<file path="src/rtl/dly_value_ctrl.sv">
`default_nettype none
// ============================================================================
// Module : dly_value_ctrl
// Desc   : Owns twenty 6-bit delay tap registers and updates one per addressed
//          command (load/inc/dec/restore), then holds off for a settle window.
// Rev    : 1.0  initial release
// ============================================================================
module dly_value_ctrl #(
    parameter int         SETTLE_CYCLES = 3,
    parameter logic [5:0] INIT_TAP      = 6'd0
) (
    input  logic       clk,
    input  logic       rst_n,
    input  logic       cmd_valid,
    output logic       cmd_ready,
    input  logic [1:0] cmd_op,
    input  logic [5:0] cmd_data,
    input  logic [4:0] dly_addr,
    output logic       cmd_done,
    output logic       cmd_err,
    output logic       cmd_sat,
    output logic [5:0] dly_tap0_val,
    output logic [5:0] dly_tap1_val,
    output logic [5:0] dly_tap2_val,
    output logic [5:0] dly_tap3_val,
    output logic [5:0] dly_tap4_val,
    output logic [5:0] dly_tap5_val,
    output logic [5:0] dly_tap6_val,
    output logic [5:0] dly_tap7_val,
    output logic [5:0] dly_tap8_val,
    output logic [5:0] dly_tap9_val,
    output logic [5:0] dly_tap10_val,
    output logic [5:0] dly_tap11_val,
    output logic [5:0] dly_tap12_val,
    output logic [5:0] dly_tap13_val,
    output logic [5:0] dly_tap14_val,
    output logic [5:0] dly_tap15_val,
    output logic [5:0] dly_tap16_val,
    output logic [5:0] dly_tap17_val,
    output logic [5:0] dly_tap18_val,
    output logic [5:0] dly_tap19_val
);

    localparam int         c_num_taps    = 20;
    localparam logic [1:0] c_op_load     = 2'b00;
    localparam logic [1:0] c_op_inc      = 2'b01;
    localparam logic [1:0] c_op_dec      = 2'b10;
    localparam logic [5:0] c_tap_max     = 6'd63;
    localparam logic [3:0] c_settle_load = (SETTLE_CYCLES > 0) ? 4'(SETTLE_CYCLES - 1) : 4'd0;

    localparam logic [1:0] c_st_idle     = 2'd0;
    localparam logic [1:0] c_st_apply    = 2'd1;
    localparam logic [1:0] c_st_settle   = 2'd2;

    logic [1:0] r_state;
    logic [1:0] w_state_nxt;
    logic [1:0] r_op;
    logic [5:0] r_data;
    logic [4:0] r_addr;
    logic [3:0] r_cnt;
    logic [5:0] r_tap [c_num_taps];
    logic       r_done;
    logic       r_err;
    logic       r_sat;
    logic       w_to_idle;
    logic       w_addr_bad;
    logic       w_sat;
    logic       w_we;
    logic [5:0] w_cur;
    logic [5:0] w_new;

    assign w_addr_bad = (r_addr >= 5'd20);
    assign w_we       = (r_state == c_st_apply) && !w_addr_bad;

    always_comb begin
        w_cur = INIT_TAP;
        for (int i = 0; i < c_num_taps; i++) begin
            if (r_addr == 5'(i)) w_cur = r_tap[i];
        end
    end

    // Saturation leaves the tap untouched; a bad address reports ERR only.
    always_comb begin
        w_new = w_cur;
        w_sat = 1'b0;
        case (r_op)
            c_op_load: w_new = r_data;
            c_op_inc: begin
                if (w_cur == c_tap_max) w_sat = 1'b1;
                else                    w_new = w_cur + 6'd1;
            end
            c_op_dec: begin
                if (w_cur == 6'd0) w_sat = 1'b1;
                else               w_new = w_cur - 6'd1;
            end
            default: w_new = INIT_TAP;
        endcase
        if (w_addr_bad) w_sat = 1'b0;
    end

    always_comb begin
        w_state_nxt = r_state;
        w_to_idle   = 1'b0;
        case (r_state)
            c_st_idle: begin
                if (cmd_valid) w_state_nxt = c_st_apply;
            end
            c_st_apply: begin
                if (SETTLE_CYCLES > 0) begin
                    w_state_nxt = c_st_settle;
                end else begin
                    w_state_nxt = c_st_idle;
                    w_to_idle   = 1'b1;
                end
            end
            c_st_settle: begin
                if (r_cnt == 4'd0) begin
                    w_state_nxt = c_st_idle;
                    w_to_idle   = 1'b1;
                end
            end
            default: w_state_nxt = c_st_idle;
        endcase
    end

    always_ff @(posedge clk or negedge rst_n) begin
        if (!rst_n) begin
            r_state <= c_st_idle;
            r_op    <= 2'b00;
            r_data  <= 6'd0;
            r_addr  <= 5'd0;
            r_cnt   <= 4'd0;
            r_done  <= 1'b0;
            r_err   <= 1'b0;
            r_sat   <= 1'b0;
        end else begin
            r_state <= w_state_nxt;
            r_done  <= w_to_idle;
            if ((r_state == c_st_idle) && cmd_valid) begin
                r_op   <= cmd_op;
                r_data <= cmd_data;
                r_addr <= dly_addr;
            end
            if (r_state == c_st_apply) begin
                r_err <= w_addr_bad;
                r_sat <= w_sat;
                r_cnt <= c_settle_load;
            end else if ((r_state == c_st_settle) && (r_cnt != 4'd0)) begin
                r_cnt <= r_cnt - 4'd1;
            end
        end
    end

    always_ff @(posedge clk or negedge rst_n) begin
        if (!rst_n) begin
            for (int i = 0; i < c_num_taps; i++) r_tap[i] <= INIT_TAP;
        end else if (w_we) begin
            for (int i = 0; i < c_num_taps; i++) begin
                if (r_addr == 5'(i)) r_tap[i] <= w_new;
            end
        end
    end

    assign cmd_ready = (r_state == c_st_idle);
    assign cmd_done  = r_done;
    assign cmd_err   = r_done & r_err;
    assign cmd_sat   = r_done & r_sat;

    assign dly_tap0_val  = r_tap[0];
    assign dly_tap1_val  = r_tap[1];
    assign dly_tap2_val  = r_tap[2];
    assign dly_tap3_val  = r_tap[3];
    assign dly_tap4_val  = r_tap[4];
    assign dly_tap5_val  = r_tap[5];
    assign dly_tap6_val  = r_tap[6];
    assign dly_tap7_val  = r_tap[7];
    assign dly_tap8_val  = r_tap[8];
    assign dly_tap9_val  = r_tap[9];
    assign dly_tap10_val = r_tap[10];
    assign dly_tap11_val = r_tap[11];
    assign dly_tap12_val = r_tap[12];
    assign dly_tap13_val = r_tap[13];
    assign dly_tap14_val = r_tap[14];
    assign dly_tap15_val = r_tap[15];
    assign dly_tap16_val = r_tap[16];
    assign dly_tap17_val = r_tap[17];
    assign dly_tap18_val = r_tap[18];
    assign dly_tap19_val = r_tap[19];

endmodule
`default_nettype wire

</file>
<file path="config.mk">
export PLATFORM = sky130hd
export DESIGN_NAME = dly_value_ctrl
export DESIGN_NICKNAME = d
export VERILOG_FILES = /design/src/rtl/dly_value_ctrl.sv
export SDC_FILE = /design/constraint.sdc
export NUM_CORES = 1
export LEC_CHECK = 0
export ABC_AREA = 1
export CORE_UTILIZATION = 53
export CTS_CLUSTER_DIAMETER = 150
export DETAILED_ROUTE_END_ITERATION = 8
export MAX_ROUTING_LAYER = met4
export PLACE_DENSITY = 0.81
export SLEW_MARGIN = 20
export SYNTH_ARGS = -nofsm -noshare
export SYNTH_HDL_FRONTEND = slang
export SYNTH_SLANG_ARGS = --single-unit
</file>
<file path="constraint.sdc">
create_clock -name clk -period 3.7 [get_ports clk]
set_input_delay 0.37 -clock clk [delete_from_list [all_inputs] [get_ports clk]]
set_output_delay 0.37 -clock clk [all_outputs]
set_load 0.01 [all_outputs]
</file>
==> out/metrics.csv, run 1 <==
metric;value;unit
status;complete, but fails checks;
failing checks;DRC;
PortBufs;139;
Setup Crit Path Kind;reg2reg;
most frequent CP cell;nand2_1;
initial antenna violation count;0;
Worst Tran Pin Value;1.011;ns
Fin. Hold Viols;0;
vias in the first global route;7122;
Post-synth top cells;nand2_1 (436), nand3_1 (157), dfrtp_1 (142);
I/O Pins;140;
CTS tree;done;
Max Fclk;289.3;MHz
row count;43;
DRT Wirelength;23080;µm
Sum Neg Setup Slack;0;ns
Antenna Nets Post-Route;0;
Max-Cap Viols;0;
Yosys top cell area share;47.27;%
Mapped Area;0.007517;mm²
die footprint;0.01466;mm²
Synth Net Count;1061;
Lkg Pwr;5.043;nW
DR DRC count;2;
crit start category;flop;
GPL Wtd Cong;0.9348;
most common cell in the netlist;nand2_1;
data arrival time of the worst path;3.77;ns
CP endpoint kind;flop;
# clock sinks;142;
Worst Hold Class;in2async;
Period minus WS final;3.456;ns
Reg-to-Reg Start;r_addr[0];
Power Density;903.8;mW/mm²
Fill cells;1125;
n_diodes;0;
ys flop type;dfrtp_1;
Die Ht;121.1;µm
ys async rst share;100.0;%
via count;7791;
global route overflow;0;
DP HPWL;16120;µm
synth unique cells;30;
DRT Pass-1 Iters;8;
fin crit share;93.42;%
Post-synth EDFFs;0;
Final setup viols;0;
global-route wire length before repair;36600;µm
Clock Latency Late Sink;0.43;ns
mean number of vias per cell;5.650;
clock root buffer;clkbuf_16;
GRT Overall Usage;33.75;%
largest net degree at the start of global routing;114;
slowest library cell on the worst path;dfrtp_2;
Synth warnings;0;
worst slack, placed;0.2028;ns
Core ar.;0.01388;mm²
Die W;121.1;µm
Required @ worst endpoint;4.01;ns
Crit Path Max Fanout;16;
CTS buffer count;17;
area leader, netlist;dfrtp_1;
maximum vdd ir drop;0.5012;mV
Crit. Startpoint;r_addr[0];
Syn-to-layout area delta;30.69;%
Max Slew Vio Count;0;
post-layout util;70.78;%
htree depth;4;
Final Hold Slack;0.06824;ns
share of cells above drive strength 1;8.173;%
Worst Setup Slack, final;0.2436;ns
Worst Skew;0.008165;ns
DRT iter0 DRCs;911;
Max Buffers Root-to-Sink;2;
starting density of the core;54.16;%
synthesized area per cell;7.249;µm²
NumNets Final;1210;
wire per inst;16.74;µm
Critical Path, Cell by Cell;inv_2 > nand2_1 > nor2_1 > nand2_2 > or2_1 > nand2_1 > nand4_1 > nor2_1 > nand4_1 > nor2_1 > nand3_1 > nor2_1 > nand3_2 > ha_2 > nand2_1 > nor2_2 > nand2_1 > nand2_1 > nand3_1 > nand3_1 > buf_12 > nand3_1 > nand2_1;
critical path's largest stage delay;0.44;ns
number of synthesized register bits;142;
clock-pin transition on the worst setup and hold timing paths;0.06;ns
relative slew slack;32.53;%
RSZ-0062 raised after global routing;no;
ranking of synthesized cells by area;dfrtp_1 (47%), nand2_1 (22%), nand3_1 (10%);
post-synthesis cell count;1037;
Seq/Total Area, Yosys;47.27;%
==> layout by cell type (no fill, tap or decap), types with 11 or more instances in the layout <==
cell type and count:
dfrtp_1 140, clkdlybuf4s50_1 138, inv_1 92, clkbuf_16 17, buf_4 17, nor2_1 67, nand2_1 433, nand3_1 157
nor2_2 11, nand4_1 31
==> cells by family after synthesis <==
group | after synthesis | share of synthesized area, %
buffers and inverters | 130 | 7.257
AO/OA/AOI/OAI | 21 | 1.465
AND/OR/NAND/NOR | 733 | 42.33
flip-flops | 142 | 47.27
adder cells (fa/ha/maj) | 8 | 1.332
XOR/XNOR | 3 | 0.3496
==> area by class of cell <==
type	instances	area [µm²]	area share, %
Clock buffer	20	456.7	4.648
Clock inverter	12	166.4	1.694
Inverter	100	377.9	3.846
Multi-Input combinational cell	765	3448	35.10
Sequential cell	142	3556	36.19
Tap cell	180	225.2	2.292
Timing Repair Buffer	160	1594	16.23
==> worst paths after layout <==
check / end / slack, ns / depth (start not counted)
setup reg to reg: dly_tap6_val[0] / 0.24 / 23
max in group asynchronous: dly_tap14_val[4] / 2.83 / 2
min in group clk: r_data[1] / 0.48 / 3
setup / recovery: dly_tap6_val[0] / 0.24 / 23
hold / removal: dly_tap1_val[3] / 0.07 / 1
hold reg to reg: r_data[3] / 0.49 / 2
==> worst max-delay path, delay by kind of cell, from the launching register on <==
kind | cells | cell delay (ns)
simple gates | 20 | 2.37
flops | 1 | 0.44
buf+inv | 2 | 0.29
fa+ha+maj | 1 | 0.24
==> per-stage QoR <==
step | cells | area (µm²) | power (mW)
after global routing | 1379 | 9824 | 9.331
after CTS | 1378 | 9776 | 8.757
final | 1379 | 9824 | 8.879
after global placement | 1346 | 9153 | 6.866
after detailed placement | 1346 | 9153 | 6.916
after floorplan | 1037 | 7517 | 4.906
==> routing by layer <==
metal / vias up / global-route usage [%] / wire (µm)
li1: 3577 / - / -
met1: 3679 / 44.89 / 9442
met2: 464 / 50.68 / 10710
met3: 71 / 6.814 / 2209
met4: 0 / 13.66 / 716
met5: - / - / 0
==> power by group <==
group | internal [mW] | switching, mW | total (mW) | leakage [nW]
Sequential | 2.09 | 0.572 | 2.66 | 1.93
Clock | 1.16 | 0.669 | 1.82 | 0.309
Combinational | 1.74 | 2.65 | 4.39 | 2.81
==> what timing repair did <==
action / 4_1_cts / 5_1_grt
gates resized for setup: 0 / 13
hold buffers: 0 / 0
endpoints found under the setup margin: 0 / 120
setup buffers: 0 / 1
Power figures use the tool's default switching activity.
==> inputs of run 2 (changes only) <==
--- a/config.mk
+++ b/config.mk
@@ -6,11 +6,11 @@
 export NUM_CORES = 1
 export LEC_CHECK = 0
 export ABC_AREA = 1
-export CORE_UTILIZATION = 53
+export CORE_UTILIZATION = 40
 export CTS_CLUSTER_DIAMETER = 150
 export DETAILED_ROUTE_END_ITERATION = 8
 export MAX_ROUTING_LAYER = met4
-export PLACE_DENSITY = 0.81
+export PLACE_DENSITY = 0.64
 export SLEW_MARGIN = 20
 export SYNTH_ARGS = -nofsm -noshare
 export SYNTH_HDL_FRONTEND = slang
==> out/metrics.csv, run 2 (synthesized netlist as in run 1, its figures left out) <==
metric;value;unit
Die Ht;139.1;µm
M3 GR Usage;4.765;%
Final Cell Area;0.009879;mm²
Period minus WS final;3.398;ns
mean number of vias per cell;5.124;
maximum vdd ir drop;0.5365;mV
CTS Hold Bufs;0;
DP Area;0.009225;mm²
clock-pin transition on the worst setup and hold timing paths;0.06;ns
DRT Wirelength;24020;µm
DRT Pass-1 Iters;8;
Core ar.;0.01821;mm²
largest net degree at the start of global routing;94;
flop2flop setup slack;0.30;ns
DRT iter0 DRCs;547;
met1 Use GR;35.92;%
commonest non-fill, non-tap cell in the layout;nand2_1;
# clock sinks;142;
Worst Hold Class;in2async;
CP endpoint kind;flop;
most frequent cells in the layout;nand2_1 (434), nand3_1 (157), dfrtp_1 (139);
Max-Cap Viols;0;
CTS tree;done;
Lkg Pwr;5.031;nW
crit start category;flop;
PortBufs;139;
Clock Latency Late Sink;0.43;ns
met2 global-route usage;40.94;%
Pwr Total;8.836;mW
htree depth;4;
Power Density;894.4;mW/mm²
vias in the first global route;7019;
clock root buffer;clkbuf_16;
Reg-to-Reg Start;r_addr[1];
global route overflow;0;
RR Endpoint;dly_tap12_val[4];
initial antenna violation count;0;
NumNets Final;1212;
Required @ worst endpoint;4.06;ns
DR DRC count;13;
share of cells above drive strength 1;8.410;%
via count;7327;
data arrival time of the worst path;3.76;ns
die footprint;0.01934;mm²
I/O Pins;140;
Antenna Nets Post-Route;0;
Fin. Hold Viols;0;
slowest library cell on the worst path;dfrtp_1;
Syn-to-layout area delta;31.42;%
Die W;139.1;µm
Worst Tran Pin Value;1.036;ns
Max Buffers Root-to-Sink;2;
Final setup viols;0;
failing checks;DRC;
critical path's largest stage delay;0.43;ns
Worst Setup EP;dly_tap12_val[4];
status;complete, but fails checks;
wire per inst;16.79;µm
most frequent CP cell;nand2_1;
Max Fclk;294.3;MHz
most used routing layer;met2;
CTS buffer count;17;
relative slew slack;30.93;%
n_diodes;0;
Max Slew Vio Count;0;
Reg2Reg Depth;19;
Worst Skew;0.006933;ns
GPL Wtd Cong;0.9021;
starting density of the core;41.28;%
DP HPWL;17200;µm
Crit Path Max Fanout;12;
GRT Overall Usage;26.47;%
global-route wire length before repair;38470;µm
Crit. Startpoint;r_addr[1];
Setup Crit Path Kind;reg2reg;
row count;49;
Critical Path, Cell by Cell;nor2_1 > nand2_1 > nor2_2 > inv_1 > or2_2 > nand2_1 > nand4_1 > nor2_2 > nand4_4 > buf_4 > inv_2 > ha_1 > nand2_1 > nand2_1 > nand4_1 > nand2_1 > buf_4 > nand3_1 > nand2_1;
fin crit share;91.85;%
## run 2: repair_timing
item | CTS | global route
gates resized for setup | 0 | 13
setup endpoints to repair | 0 | 120
buffers inserted | 0 | 0
## run 2: layout make-up
class	count	area, µm²
Multi-Input combinational cell	765	3448
Inverter	100	376.6
Clock inverter	9	132.6
Clock buffer	23	488.0
Timing Repair Buffer	162	1590
Fill cell	1785	8329
Tap cell	229	286.5
Sequential cell	142	3557
## run 2: worst max-delay path: cells and delay by family, from the launching register on
kind	cells	cell delay (ns)
fa+ha+maj	1	0.21
buf+inv	4	0.65
flops	1	0.43
simple gates	14	2.04
## run 2: worst min-delay path by stage
stage / start / to / slack [ns] / cells after the start
final: rst_n / cmd_done / 0.01 / 1
after global routing: rst_n / cmd_done / 0.10 / 1
after CTS: rst_n / r_cnt[3] / 0.08 / 1
after detailed placement: r_data[1] / r_data[1] / 0.47 / 2
after global placement: r_data[1] / r_data[1] / 0.47 / 2
after floorplan: rst_n / cmd_done / 0.07 / 0
## run 2: report_power, final
part,switching (mW),internal [mW],total [mW]
registers,0.582,2.09,2.68
clock network,0.680,1.13,1.81
logic,2.63,1.72,4.35
total,3.89,4.95,8.84
## run 2: through the flow
step | utilization (%) | setup WS, ns | instances | setup TNS [ns] | hold slack (ns)
2_1_floorplan | - | 0.9588 | 1037 | 0 | 0.07441
4_1_cts | 54.07 | 0.1869 | 1430 | 0 | 0.07789
3_5_place_dp | 50.66 | 0.2250 | 1398 | 0 | 0.4695
3_3_place_gp | 50.66 | 0.2176 | 1398 | 0 | 0.4677
5_1_grt | 54.26 | -0.0009459 | 1430 | -0.0009459 | 0.1015
6_report | 54.26 | 0.3016 | 1430 | 0 | 0.01062
## run 2: metal layers
| layer | share of wire [%] | up-vias |
|---|---|---|
| met5 | 0 | - |
| met4 | 1.7 | 0 |
| met3 | 5.9 | 36 |
| met2 | 46 | 265 |
| met1 | 47 | 3444 |
| li1 | - | 3582 |
==> inputs of run 3 (changes only) <==
--- a/config.mk
+++ b/config.mk
@@ -11,6 +11,7 @@
 export DETAILED_ROUTE_END_ITERATION = 8
 export MAX_ROUTING_LAYER = met4
 export PLACE_DENSITY = 0.64
+export RECOVER_POWER = 100
 export SLEW_MARGIN = 20
 export SYNTH_ARGS = -nofsm -noshare
 export SYNTH_HDL_FRONTEND = slang
==> out/metrics.csv, run 3 (synthesized netlist as in run 1, its figures left out) <==
metric;value;unit
status;complete, but fails checks;
failing checks;DRC, capacitance limit, slew limit;
Setup Crit Path Kind;reg2reg;
PortBufs;139;
global-route wire length before repair;38470;µm
Antenna Nets Post-Route;0;
Post-Layout Cell Count;1430;
CTS buffer count;17;
Core ar.;0.01821;mm²
Clock Latency Late Sink;0.43;ns
post-CTS setup buffer count;0;
mean number of vias per cell;5.138;
Worst Hold Class;reg2reg;
DRT Pass-1 Iters;9;
crit start category;flop;
Critical Path, Cell by Cell;nor2_1 > nand2_1 > nor2_2 > inv_1 > or2_2 > nand2_1 > nand4_1 > nor2_2 > nand4_4 > buf_4 > inv_2 > ha_1 > nand2_1 > nand2_1 > nand4_1 > nand2_1 > buf_4 > nand3_1 > nand2_1;
DR DRC count;13;
CP top delay family;simple AND/OR/NAND/NOR gates;
CP endpoint kind;flop;
starting density of the core;41.28;%
die footprint;0.01934;mm²
global route overflow;0;
Syn-to-layout area delta;31.18;%
Max-Cap Viols;1;
DP HPWL;17200;µm
Worst Tran Pin Value;2.445;ns
most frequent cells in the layout;nand2_1 (434), nand3_1 (157), dfrtp_1 (139);
Final setup viols;0;
CTS tree;done;
maximum vdd ir drop;0.5308;mV
Max Fclk;293.5;MHz
GPL Wtd Cong;0.9021;
row count;49;
CTS Hold Bufs;0;
Period minus WS final;3.407;ns
post-layout util;54.15;%
slowest library cell on the worst path;dfrtp_1;
Pwr Total;8.644;mW
Worst Skew;0.007415;ns
relative slew slack;-63.01;%
commonest non-fill, non-tap cell in the layout;nand2_1;
wire per inst;16.78;µm
Lkg Pwr;5.425;nW
clock-pin transition on the worst setup and hold timing paths;0.06;ns
CTS-repair resized insts;0;
fin crit share;92.09;%
Sum Neg Setup Slack;0;ns
Max Buffers Root-to-Sink;2;
DRT iter0 DRCs;541;
most frequent CP cell;nand2_1;
htree depth;4;
data arrival time of the worst path;3.77;ns
Die Ht;139.1;µm
n_diodes;0;
share of cells above drive strength 1;8.243;%
number of buffers and inverters on the critical path;4;
# clock sinks;142;
critical path's largest stage delay;0.43;ns
via count;7348;
Max Slew Vio Count;94;
largest net degree at the start of global routing;94;
DRT Wirelength;23990;µm
Die W;139.1;µm
Required @ worst endpoint;4.06;ns
NumNets Final;1212;
I/O Pins;140;
Power Density;876.6;mW/mm²
placed cells;1398;
Fin. Hold Viols;0;
clock root buffer;clkbuf_16;
GRT Overall Usage;26.47;%
initial antenna violation count;0;
Crit Path Max Fanout;12;
vias in the first global route;7019;
==> run 3: cell type report <==
cell class / count / area (µm²)
Tap cell: 229 / 286.5
Timing Repair Buffer: 162 / 1572
Multi-Input combinational cell: 765 / 3448
Sequential cell: 142 / 3557
Clock buffer: 23 / 488.0
Clock inverter: 9 / 132.6
Fill cell: 1788 / 8348
Inverter: 100 / 376.6
==> run 3: where the power goes <==
part           switching, mW  internal [mW]
combinational           2.63           1.55
sequential             0.561           2.09
clock                  0.679           1.13
==> run 3: per-stage QoR <==
step / hold WS [ns] / area, µm² / setup slack [ns]
after floorplan: 0.07441 / 7517 / 0.9588
after global placement: 0.4677 / 9225 / 0.2176
after detailed placement: 0.4695 / 9225 / 0.2250
after CTS: 0.07789 / 9846 / 0.1869
after global routing: 0.4889 / 9861 / -0.0009557
final: 0.4801 / 9861 / 0.2929
==> run 3: path summary, 6_finish.rpt <==
kind                            slack (ns)      start  cells after the start                to
worst min register to register        0.48  r_data[1]                      2         r_data[1]
worst min-delay path                  0.48  r_data[1]                      2         r_data[1]
min in group asynchronous             0.64      rst_n                      1          r_cnt[3]
worst max register to register        0.29  r_addr[1]                     19  dly_tap12_val[4]
max in group asynchronous             0.90      rst_n                      2  dly_tap18_val[1]
worst max-delay path                  0.29  r_addr[1]                     19  dly_tap12_val[4]
==> run 3: layer usage <==
| layer | GRT usage (%) | part of all wire, % |
|---|---|---|
| met5 | - | 0 |
| met1 | 35.92 | 46 |
| met3 | 4.765 | 5.9 |
| met4 | 6.550 | 1.7 |
| met2 | 40.94 | 46 |
==> run 3: worst min-delay path, stage by stage (launching register included) <==
cell and delay, ns:
dfrtp_1 0.34, nand2_1 0.05, nand2_1 0.06
